**src/rtl/int_to_half_serial.sv**
```systemverilog
// int_to_half_serial
//   Converts a signed 16-bit two's-complement fixed-point value
//   (Q(16-FRAC_BITS).FRAC_BITS) into an IEEE-754 half-precision word.
//   Normalisation shifts one bit per clock, so a conversion takes
//   between 1 and 17 cycles from acceptance to result.
//
// Ports:
//   clk        rising-edge clock
//   rst_n      asynchronous active-low reset
//   in_valid   input word valid
//   in_ready   converter can accept a word (high only when idle)
//   in_data    signed fixed-point input
//   out_valid  result valid
//   out_ready  downstream accepts result
//   out_data   FP16 result {sign, exp[4:0], mant[9:0]}
//
// Handshake: a word moves across an interface on a rising edge where
// valid and ready are both high. The source holds in_data/in_valid
// until in_ready; out_data/out_valid hold steady until out_ready.
// Only one word is in flight, so in_valid is ignored outside IDLE.

module int_to_half_serial #(
    parameter int FRAC_BITS = 0
) (
    input  logic        clk,
    input  logic        rst_n,
    input  logic        in_valid,
    output logic        in_ready,
    input  logic [15:0] in_data,
    output logic        out_valid,
    input  logic        out_ready,
    output logic [15:0] out_data
);

    generate
        if (FRAC_BITS < 0 || FRAC_BITS > 14) begin : g_bad_frac
            $error("int_to_half_serial: FRAC_BITS must be in 0..14");
        end
    endgenerate

    typedef enum logic [1:0] {
        IDLE  = 2'd0,
        NORM  = 2'd1,
        ROUND = 2'd2,
        DONE  = 2'd3
    } state_t;

    localparam logic [4:0] FRAC5 = 5'(FRAC_BITS);

    state_t      state;
    logic        sign;
    logic [15:0] mag;
    logic [4:0]  lz;

    // Rounding datapath, only meaningful in ROUND where mag[15] == 1.
    // The exponent always lands in 1..30, so 5 bits are enough.
    logic [4:0]  exp_base;
    logic [4:0]  exp_final;
    logic        guard_bit;
    logic        sticky_bit;
    logic        round_up;
    logic [10:0] mant_sum;

    always_comb begin
        exp_base   = 5'd30 - lz - FRAC5;
        guard_bit  = mag[4];
        sticky_bit = |mag[3:0];
        round_up   = guard_bit & (sticky_bit | mag[5]);
        mant_sum   = {1'b0, mag[14:5]} + {10'd0, round_up};
        // A mantissa carry-out renormalises into the exponent.
        exp_final  = mant_sum[10] ? (exp_base + 5'd1) : exp_base;
    end

    always_ff @(posedge clk or negedge rst_n) begin
        if (!rst_n) begin
            state     <= IDLE;
            in_ready  <= 1'b1;
            out_valid <= 1'b0;
            out_data  <= 16'h0000;
            sign      <= 1'b0;
            mag       <= 16'h0000;
            lz        <= 5'd0;
        end else begin
            case (state)
                IDLE: begin
                    if (in_valid) begin
                        in_ready <= 1'b0;
                        sign     <= in_data[15];
                        // -32768 negates to itself, which is the correct
                        // unsigned magnitude 16'h8000.
                        mag      <= in_data[15] ? (16'd0 - in_data) : in_data;
                        lz       <= 5'd0;
                        if (in_data == 16'h0000) begin
                            // Zero skips normalisation; positive zero only.
                            out_data <= 16'h0000;
                            state    <= DONE;
                        end else begin
                            state <= NORM;
                        end
                    end
                end
                NORM: begin
                    if (mag[15]) begin
                        state <= ROUND;
                    end else begin
                        mag <= mag << 1;
                        lz  <= lz + 5'd1;
                    end
                end
                ROUND: begin
                    out_data  <= {sign, exp_final, mant_sum[9:0]};
                    out_valid <= 1'b1;
                    state     <= DONE;
                end
                DONE: begin
                    // The zero path enters DONE with out_valid still low;
                    // raising it here gives the one-cycle zero latency.
                    if (!out_valid) begin
                        out_valid <= 1'b1;
                    end else if (out_ready) begin
                        out_valid <= 1'b0;
                        in_ready  <= 1'b1;
                        state     <= IDLE;
                    end
                end
                default: state <= IDLE;
            endcase
        end
    end

endmodule
```
**config.mk**
```make
export PLATFORM = sky130hd
export DESIGN_NAME = int_to_half_serial
export DESIGN_NICKNAME = d
export VERILOG_FILES = /design/src/rtl/int_to_half_serial.sv
export SDC_FILE = /design/constraint.sdc
export NUM_CORES = 1
export LEC_CHECK = 0
export ABC_CLOCK_PERIOD_IN_PS = 2300
export BUFFER_PORTS_ARGS = -buffer_cell sky130_fd_sc_hd__buf_4
export CAP_MARGIN = 5
export CELL_PAD_IN_SITES_DETAIL_PLACEMENT = 0
export CELL_PAD_IN_SITES_GLOBAL_PLACEMENT = 1
export CORE_AREA = 2 2 85 87
export CTS_CLUSTER_DIAMETER = 150
export DETAILED_ROUTE_END_ITERATION = 8
export DIE_AREA = 0 0 87 89
export PLACE_DENSITY = 0.75
export RECOVER_POWER = 100
export SYNTH_ARGS = -nofsm -noshare
export SYNTH_HDL_FRONTEND = slang
export SYNTH_SLANG_ARGS = --single-unit
```
**constraint.sdc**
```tcl
create_clock -name clk -period 2.3 [get_ports clk]
set_input_delay 0.23 -clock clk [delete_from_list [all_inputs] [get_ports clk]]
set_output_delay 0.23 -clock clk [all_outputs]
set_load 0.02 [all_outputs]
```
==> results.py, run 1 <==
metrics = {
    "detailed_routing": {
        "avgViaCountPerCell": 5.458,
        "dr.pass1.iters": 4,
        "drt_wl_total_mm": 5.959,
        "drt_iter0_markers": 114,
        "drc": 0,
        "post_drt_wl_per_cell_um": 15.24,
        "vias": 2134,
        "ant_nets": 0,
    },
    "synth": {
        "synth-adder-area-share": 0.03740,
        "yosysTopAreaCellShare": 0.3834,
        "syn_inst": 273,
        "synth_top_family_by_area": "compound AO/OA/AOI/OAI gates",
        "syn_area_per_cell_um2": 9.803,
        "synthDistinctLibCells": 57,
        "synthSimpleGateAreaFrac": 0.1557,
        "synth_edf_count": 0,
        "synthMuxAreaShare": 0.01917,
        "synth_top_area_cell": "dfrtp_1",
        "syn_area_um2": 2676,
        "synth_compound_area_frac": 0.2557,
        "ys_async_sr_fraction": 1.000,
        "synth-seq-cells": 42,
        "synth_nets": 301,
        "ys.flop_type": "dfrtp_1",
        "ys_seq_area_frac": 0.3932,
        "yosys.area_share.xor_xnor": 0.09163,
        "yosysWarnings": 0,
        "synth.area.top_cells": "dfrtp_1 38%, o2bb2ai_2 5.6%, xor2_1 5.6%",
    },
    "global_route": {
        "antenna_found_initial": 0,
        "gr-total-overflow": 0,
        "grt_first_pass_wirelength_mm": 10.12,
        "grtUsageTotal": 0.1667,
        "grt_pass1_vias": 2082,
        "grt_max_degree": 43,
    },
    "timing": {
        "min_period_ps": 2186,
        "finalHoldViolations": 0,
        "slew_viol_final": 0,
        "finalCritPeriodShare": 0.9504,
        "postLayoutSetupSlackWorst_ps": 114.1,
        "finalSetupViolations": 0,
        "fmax_mhz": 457.5,
        "maxSlewHeadroom": 0.2978,
        "fin_tns_setup_ps": 0,
        "finalClockSkew_ps": 6.019,
        "worst_slew_pin_slew_ps": 1053,
        "rsz0062_at_grt": "false",
    },
    "power": {
        "p_int_mw": 2.167,
        "irDropWorstVdd_uv": 445.2,
        "p_sw_mw": 1.786,
        "pwr-share-clk": 0.113,
        "swShare": 0.4518,
        "power_frac_seq": 0.354,
        "leakagePower_nw": 1.206,
        "power_per_cell_area_nw_per_um2": 1313,
        "combPwrFrac": 0.533,
    },
    "worst_setup_path": {
        "r2r_cells": 8,
        "r2r-end": "mag[9]",
        "worstPathMaxFanout": 14,
        "endpoint_kind": "flop",
        "arrival_ps": 2350,
        "worstSetupStartpointType": "input pin",
        "rr_startpoint": "state[0]",
        "crit_type": "input pin to flop",
        "rrSetupSlack_ps": 260,
        "crit_required_ps": 2470,
    },
    "floorplanning": {
        "dieArea_um2": 7743,
        "initial_core_util": 0.3983,
        "die_width_um": 87,
        "die_y_um": 89,
        "rows": 30,
        "coreArea_um2": 6719,
        "io_pins": 38,
    },
    "placed_design": {
        "place.port_buffers": 37,
        "gp_congestion": 0.8865,
        "hpwl_mm": 4.371,
        "preCtsSetupSlack_ps": 103.1,
    },
    "job": {
        "max_cap_viol_count": 0,
    },
    "clock_tree": {
        "cts_tree": "done",
        "clock_latency_ps": 290,
        "htreeDepth": 2,
        "clock_path_buffers": 2,
        "cts_sinks": 42,
        "clock-root-buffer": "clkbuf_8",
        "cts_buffers": 5,
        "clkTransAtPathRegs_ps": 80,
    },
    "layout": {
        "nNetsFinal": 339,
        "antenna_cells": 0,
        "layout_common_cells": "41 x dfrtp_1, 25 x buf_4, 22 x clkbuf_1",
        "syn2layout_area_growth_pct": 12.53,
        "drive_gt1_frac": 0.1415,
        "layout_commonest_cell": "dfrtp_1",
    },
    "worst_hold_path": {
        "whs_path_depth": 2,
        "hold_start": "out_ready",
        "hold_end": "out_valid",
        "hold_class": "input pin to flop",
    },
    "status": {
        "status": "finished clean",
    },
}
## worst max-delay path by stage
stage / from / to / slack, ps / depth (start not counted)
after floorplan: state[0] / mag[2] / 170 / 11
after global placement: in_data[4] / mag[13] / 110 / 6
after detailed placement: in_data[9] / out_data[3] / 100 / 7
after CTS: state[0] / mag[9] / 220 / 7
after global routing: state[0] / mag[12] / 10 / 7
final: in_data[8] / out_data[0] / 110 / 7
## metrics by stage
| step | hold WS [ps] | utilization | total power [mW] | std cells | area, µm² |
|---|---|---|---|---|---|
| 4_1_cts | 137.8 | 0.4708 | 4.256 | 391 | 3163 |
| 3_5_place_dp | 254.2 | 0.4579 | 3.786 | 383 | 3077 |
| 5_1_grt | 156.1 | 0.4482 | 4.308 | 391 | 3012 |
| 6_report | 152.5 | 0.4482 | 3.954 | 391 | 3012 |
| 2_1_floorplan | -65.59 | - | 2.993 | 273 | 2676 |
| 3_3_place_gp | 260.2 | 0.4579 | 3.762 | 383 | 3077 |
## state kept, by name, summed over array words and instances (netlist names)
signal	count
in_ready	1
out_valid	1
state	2
out_data	16
lz	5
sign	1
mag	16
## cell usage after synthesis (all sizes together) (2+ instances only)
cell	instances
mux2i	4
o2bb2ai	14
o211ai	5
and4	2
xnor2	11
ha	8
or3	2
a32o	2
nand3b	2
o21a	2
and3	2
nor2b	2
o41ai	4
o31ai	4
a221oi	4
or2	2
inv	10
nor4	3
a211oi	2
xor2	17
nand2	16
nand4	2
nor2	18
nand2b	3
or4	3
nand3	10
buf	5
nor3	6
dfrtp	41
a31oi	4
o21ai	19
a22oi	2
o22ai	3
clkbuf	13
a21oi	15
## power by group through the flow
stage / logic (mW) / clock network, mW / registers, mW
detailed placement: 2.36 / 0 / 1.43
floorplan: 1.47 / 0 / 1.52
global route: 2.36 / 0.497 / 1.45
CTS: 2.37 / 0.468 / 1.42
global placement: 2.34 / 0 / 1.42
finish: 2.11 / 0.446 / 1.40
## routing by layer
layer,vias up,track usage,part of all wire
met4,0,0.06108,0.0067
met5,-,0,0
met1,1000,0.2377,0.52
li1,1079,-,-
met3,2,0.03047,0.041
met2,53,0.2526,0.44
## critical path: stages
cell and delay (ps):
buf_4 120, or4_4 510, or4_1 560, nor3b_1 460, a31oi_4 150, buf_6 180
o2bb2ai_1 130
## repair_timing
action | 4_1_cts | 5_1_grt
gates resized for setup | 0 | 0
hold endpoints to repair | 41 | 0
buffers inserted | 0 | 0
hold buffers | 1 | 0
endpoints found under the setup margin | 0 | 0
## layout make-up
cell class	count	area (µm²)
Clock buffer	7	76.32
Fill cell	652	3707
Inverter	11	41.29
Multi-Input combinational cell	202	1433
Sequential cell	42	1052
Tap cell	80	100.1
Timing Repair Buffer	49	309.0
## cell families after synthesis
kind of cell | after synthesis
AO/OA/AOI/OAI | 85
AND/OR/NAND/NOR | 76
flip-flops | 42
buffers and inverters | 29
XOR/XNOR | 28
adder cells (fa/ha/maj) | 8
multiplexers | 5
Power figures use the tool's default switching activity.
==> run 2: changes to the inputs <==
- CORE_AREA: 2 2 85 87 -> 2 2 91 93
- DIE_AREA: 0 0 87 89 -> 0 0 93 95
- PLACE_DENSITY: 0.75 -> 0.67
==> run 2 against run 1 <==
Die area grew 14%; power grew 0.37%; maximum frequency grew 1.5%; critical path depth is the same; flip-flop and latch count is the same; global-route usage shrank 1.8 points; via count shrank 0.70%; clock skew shrank 3.8 ps; cell count grew 6.6%; sequential share of layout area shrank 0.47 points; largest cell class unchanged.
==> results.py, run 2 (same netlist as run 1, synthesis figures left out) <==
metrics = {
    "layout": {
        "finalInstanceArea_um2": 3053,
        "top_regs": "mag x16, out_data x16, lz x5",
        "nNetsFinal": 340,
        "instances_no_fill": 417,
        "drive_gt1_frac": 0.1442,
        "fillers": 854,
        "fin_util": 0.3851,
        "ff_latch_area_um2": 1052,
        "antenna_cells": 0,
        "syn2layout_area_growth_pct": 14.07,
        "layout_common_cells": "41 x dfrtp_1, 25 x buf_4, 23 x clkbuf_1",
        "layout_commonest_cell": "dfrtp_1",
        "multi_input_area_um2": 1439,
    },
    "power": {
        "p_total_mw": 3.968,
        "combPwrFrac": 0.534,
        "pwr-share-clk": 0.114,
        "swShare": 0.4514,
        "p_sw_mw": 1.791,
        "power_per_cell_area_nw_per_um2": 1300,
        "irDropWorstVdd_uv": 459.6,
        "power_frac_seq": 0.352,
        "p_int_mw": 2.177,
        "leakagePower_nw": 1.208,
    },
    "timing": {
        "finalHoldViolations": 0,
        "whs_ps": 142.1,
        "maxSlewHeadroom": 0.2947,
        "fin_tns_setup_ps": 0,
        "worst_slew_pin_slew_ps": 1058,
        "finalSetupViolations": 0,
        "min_period_ps": 2154,
        "slew_viol_final": 0,
        "postLayoutSetupSlackWorst_ps": 145.6,
        "finalCritPeriodShare": 0.9367,
        "rsz0062_at_grt": "false",
        "fmax_mhz": 464.2,
        "finalClockSkew_ps": 2.227,
    },
    "global_route": {
        "busiest_layer": "met2",
        "grt_first_pass_wirelength_mm": 10.29,
        "gr-usage-met3": 0.02554,
        "groute.layer.met2.usage": 0.2319,
        "grt_max_degree": 43,
        "grtUsageTotal": 0.1488,
        "gr-total-overflow": 0,
        "antenna_found_initial": 0,
        "grt_pass1_vias": 2041,
        "grt_use_met1": 0.2088,
    },
    "clock_tree": {
        "clkTransAtPathRegs_ps": 70,
        "htreeDepth": 2,
        "cts_setup_buffers": 0,
        "hold_buffers": 1,
        "cts_sinks": 42,
        "clock_path_buffers": 2,
        "cts_buffers": 5,
        "clock-root-buffer": "clkbuf_8",
        "clock_latency_ps": 290,
        "ctsResizeCount": 0,
        "cts_tree": "done",
    },
    "floorplanning": {
        "coreArea_um2": 7928,
        "rows": 33,
        "die_y_um": 95,
        "die_width_um": 93,
        "initial_core_util": 0.3376,
        "io_pins": 38,
        "dieArea_um2": 8835,
    },
    "placed_design": {
        "gp_congestion": 0.7949,
        "placed_cell_area_um2": 3115,
        "preCtsSetupSlack_ps": 41.53,
        "post-place-cells": 409,
        "place.port_buffers": 37,
        "hpwl_mm": 4.618,
    },
    "worst_setup_path": {
        "critical_path.slowest_cell": "or4_1",
        "endpoint_kind": "flop",
        "crit_required_ps": 2480,
        "cpPeakStageDelay_ps": 540,
        "worstPathMaxFanout": 14,
        "cp_num_buf_inv": 2,
        "arrival_ps": 2340,
        "crit_type": "input pin to flop",
        "worstSetupStartpointType": "input pin",
        "crit_path_cell_trace": "buf_4 -> or4_4 -> or4_1 -> nor3b_1 -> a31oi_4 -> buf_6 -> o2bb2ai_1",
        "path_delay_family": "simple AND/OR/NAND/NOR gates",
    },
    "detailed_routing": {
        "dr.pass1.iters": 4,
        "post_drt_wl_per_cell_um": 14.60,
        "vias": 2119,
        "drc": 0,
        "avgViaCountPerCell": 5.082,
        "drt_wl_total_mm": 6.088,
        "ant_nets": 0,
        "drt_iter0_markers": 78,
    },
    "worst_hold_path": {
        "hold_class": "input pin to flop",
    },
    "job": {
        "max_cap_viol_count": 0,
    },
    "status": {
        "status": "finished clean",
    },
}
-- run 2: changes by cell type in the layout (fill, tap and decap cells not counted), sizes merged --
cell	before	now
clkbuf	28	29
-- run 2: power groups by stage --
stage                     sequential, mW  clock [mW]  combinational [mW]
after CTS                           1.42       0.470                2.39
after global routing                1.45       0.512                2.37
after detailed placement            1.43           0                2.38
final                               1.40       0.453                2.12
after floorplan                     1.52           0                1.47
after global placement              1.43           0                2.35
-- run 2: layout make-up --
type | instances | area share
sequential | 42 | 0.3447
tap | 105 | 0.04303
clock buffer | 7 | 0.02500
timing repair buffer | 50 | 0.1025
multi-input combinational | 202 | 0.4713
inverter | 11 | 0.01352
-- run 2: worst paths after layout --
| kind | start | to | slack (ps) | cells after the start |
|---|---|---|---|---|
| worst max register to register | state[0] | mag[12] | 230 | 8 |
| worst min register to register | out_data[3] | out_data[3] | 490 | 1 |
| worst min-delay path | out_ready | out_valid | 140 | 2 |
| min in group asynchronous | rst_n | out_data[6] | 660 | 2 |
| worst max-delay path | in_data[8] | out_data[9] | 150 | 7 |
| max in group asynchronous | rst_n | mag[1] | 1000 | 2 |
-- run 2: worst register-to-register path, stage by stage (launching register included) --
cell and delay, ps:
dfrtp_1 390, inv_1 90, ha_1 270, nor2b_1 190, or2_1 340, a21oi_1 200
buf_4 240, nor2_1 60, a221oi_1 200
-- run 2: layer usage --
metal  wire length (µm)  share of wire
met1               3025           0.50
met2               2650           0.44
met3                311          0.051
met4                101          0.017
met5                  0              0
==> run 3: changes to the inputs <==
- ABC_AREA: default -> 1
- CORE_AREA: 2 2 91 93 -> 2 2 92 94
- DIE_AREA: 0 0 93 95 -> 0 0 94 96
- PLACE_DENSITY: 0.67 -> 0.71
==> run 3 against run 2 <==
Global-route usage fell by 0.35 points; area after synthesis rose by 3.4%; flip-flop and latch count did not move; power fell by 5.8%; combinational power fell by 9.9%; largest power group unchanged; count of clock-buffer cells in the layout did not move; clock power fell by 3%.
==> results.py, run 3 <==
metrics = {
    "clock_tree": {
        "cts_tree": "done",
        "clock_latency_ps": 290,
        "cts_sinks": 42,
        "cts_buffers": 5,
        "htreeDepth": 2,
        "clock_path_buffers": 2,
        "ctsResizeCount": 0,
        "clock-root-buffer": "clkbuf_8",
        "clkTransAtPathRegs_ps": 80,
    },
    "floorplanning": {
        "dieArea_um2": 9024,
        "coreArea_um2": 8051,
        "die_width_um": 94,
        "io_pins": 38,
        "initial_core_util": 0.3437,
        "die_y_um": 96,
        "rows": 33,
    },
    "power": {
        "p_total_mw": 3.738,
        "power_per_cell_area_nw_per_um2": 1206,
        "irDropWorstVdd_uv": 356.6,
        "leakagePower_nw": 1.519,
    },
    "worst_hold_path": {
        "whs_path_depth": 3,
        "hold_class": "input pin to flop",
    },
    "timing": {
        "fin_tns_setup_ps": 0,
        "fmax_mhz": 506.5,
        "maxSlewHeadroom": 0.2915,
        "min_period_ps": 1974,
        "rsz0062_at_grt": "false",
        "finalClockSkew_ps": 5.323,
        "worst_slew_pin_slew_ps": 1063,
        "finalHoldViolations": 0,
        "finalSetupViolations": 0,
        "finalCritPeriodShare": 0.8584,
        "slew_viol_final": 0,
    },
    "global_route": {
        "grt_use_met1": 0.2051,
        "grt_first_pass_wirelength_mm": 10.47,
        "antenna_found_initial": 0,
        "grt_max_degree": 43,
        "grt_pass1_vias": 2225,
        "gr-usage-met3": 0.02271,
        "busiest_layer": "met2",
        "grtUsageTotal": 0.1453,
        "gr-total-overflow": 0,
        "groute.layer.met2.usage": 0.2280,
    },
    "synth": {
        "synth.area.top_cells": "dfrtp_1 37%, nand2_1 13%, nand3_1 7.8%",
        "ys_async_sr_fraction": 1.000,
        "synth_top_area_cell": "dfrtp_1",
        "yosysTopAreaCellShare": 0.3707,
        "syn_inst": 383,
        "synth-seq-cells": 42,
        "yosysWarnings": 0,
        "synth_edf_count": 0,
        "yosysMostFrequentCell": "nand2_1",
        "ys_seq_area_frac": 0.3802,
        "syn_area_per_cell_um2": 7.226,
        "synth_nets": 411,
        "synthDistinctLibCells": 31,
        "ys.flop_type": "dfrtp_1",
        "synthTopCellsByCount": "98 x nand2_1, 43 x nand3_1, 41 x dfrtp_1",
        "syn_area_um2": 2768,
    },
    "layout": {
        "antenna_cells": 0,
        "fin_util": 0.3849,
        "nNetsFinal": 445,
        "layout_common_cells": "100 x nand2_1, 43 x nand3_1, 41 x dfrtp_1",
        "syn2layout_area_growth_pct": 11.98,
        "layout_commonest_cell": "nand2_1",
        "drive_gt1_frac": 0.1319,
        "top_regs": "mag x16, out_data x16, lz x5",
    },
    "worst_setup_path": {
        "arrival_ps": 2160,
        "crit_type": "flop to flop",
        "worstSetupStartpointType": "flop",
        "worstPathMaxFanout": 22,
        "endpoint_kind": "flop",
        "r2r_cells": 8,
        "crit_required_ps": 2480,
    },
    "placed_design": {
        "place.port_buffers": 37,
        "gp_congestion": 0.7976,
        "hpwl_mm": 4.844,
    },
    "detailed_routing": {
        "ant_nets": 0,
        "drt_iter0_markers": 92,
        "vias": 2434,
        "post_drt_wl_per_cell_um": 12.01,
        "dr.pass1.iters": 4,
        "drt_wl_total_mm": 6.267,
        "drc": 0,
        "avgViaCountPerCell": 4.663,
    },
    "status": {
        "status": "finished clean",
    },
    "job": {
        "max_cap_viol_count": 0,
    },
}
run 3: changes by cell type in the layout (fill, tap and decap cells not counted), moves of 10 or more:
cell       delta
nand2_1      +84
nor2_1       +22
nand3_1      +33
xnor2_1      -10
o2bb2ai_1    -11
a21oi_1      +14
inv_1        +30
run 3: layout make-up:
cell class | count | area [µm²]
Clock buffer | 7 | 76.32
Fill cell | 893 | 4952
Inverter | 46 | 172.7
Multi-Input combinational cell | 282 | 1436
Sequential cell | 42 | 1052
Tap cell | 105 | 131.4
Timing Repair Buffer | 40 | 230.2
run 3: critical path, cell delays in order, from the launching register on:
cell and delay [ps]:
dfrtp_1 410, inv_1 100, ha_1 280, inv_1 120, or2_4 270, nand2_2 380, nor2_2 150, nand2_1 100
nand2_1 50
run 3: where the power goes:
group	leakage, nW	switching, mW	internal, mW
logic	0.954	1.26	0.654
clock network	0.0383	0.231	0.209
registers	0.526	0.318	1.07
total	1.52	1.81	1.93
run 3: metrics by stage:
step	hold WS, ps	std cells	instance area, µm²	setup slack, ps
3_5_place_dp	249.2	514	3105	398.3
4_1_cts	203.0	522	3192	379.8
3_3_place_gp	254.0	514	3105	457.3
5_1_grt	229.4	522	3099	67.96
2_1_floorplan	-65.59	383	2768	784.5
6_report	211.6	522	3099	325.7
run 3: path summary, 6_finish.rpt:
check / from / slack [ps] / to
max in group asynchronous: rst_n / 990 / out_data[3]
setup / recovery: state[0] / 330 / out_data[15]
setup reg to reg: state[0] / 330 / out_data[15]
hold reg to reg: out_data[2] / 480 / out_data[2]
hold / removal: in_data[0] / 210 / mag[0]
min in group asynchronous: rst_n / 670 / lz[1]
run 3: cell families (layout without fill, tap and decap cells):
| kind of cell | count (synthesis) | in the layout | share of synthesized area |
|---|---|---|---|
| XOR/XNOR | 9 | 9 | 0.02848 |
| AND/OR/NAND/NOR | 203 | 203 | 0.3323 |
| flip-flops | 42 | 42 | 0.3802 |
| adder cells (fa/ha/maj) | 8 | 8 | 0.03617 |
| buffers and inverters | 59 | 93 | 0.09358 |
| AO/OA/AOI/OAI | 62 | 62 | 0.1293 |
run 3: repair_timing:
action                                 in CTS  in global routing
buffers inserted                            0                  0
endpoints found under the hold margin      41                  0
hold buffers                                1                  0
run 3: routing by layer:
metal / up-vias / wire length [µm]
met4: 0 / 75
met1: 1084 / 3297
met5: - / 0
met2: 42 / 2666
li1: 1301 / -
met3: 7 / 227
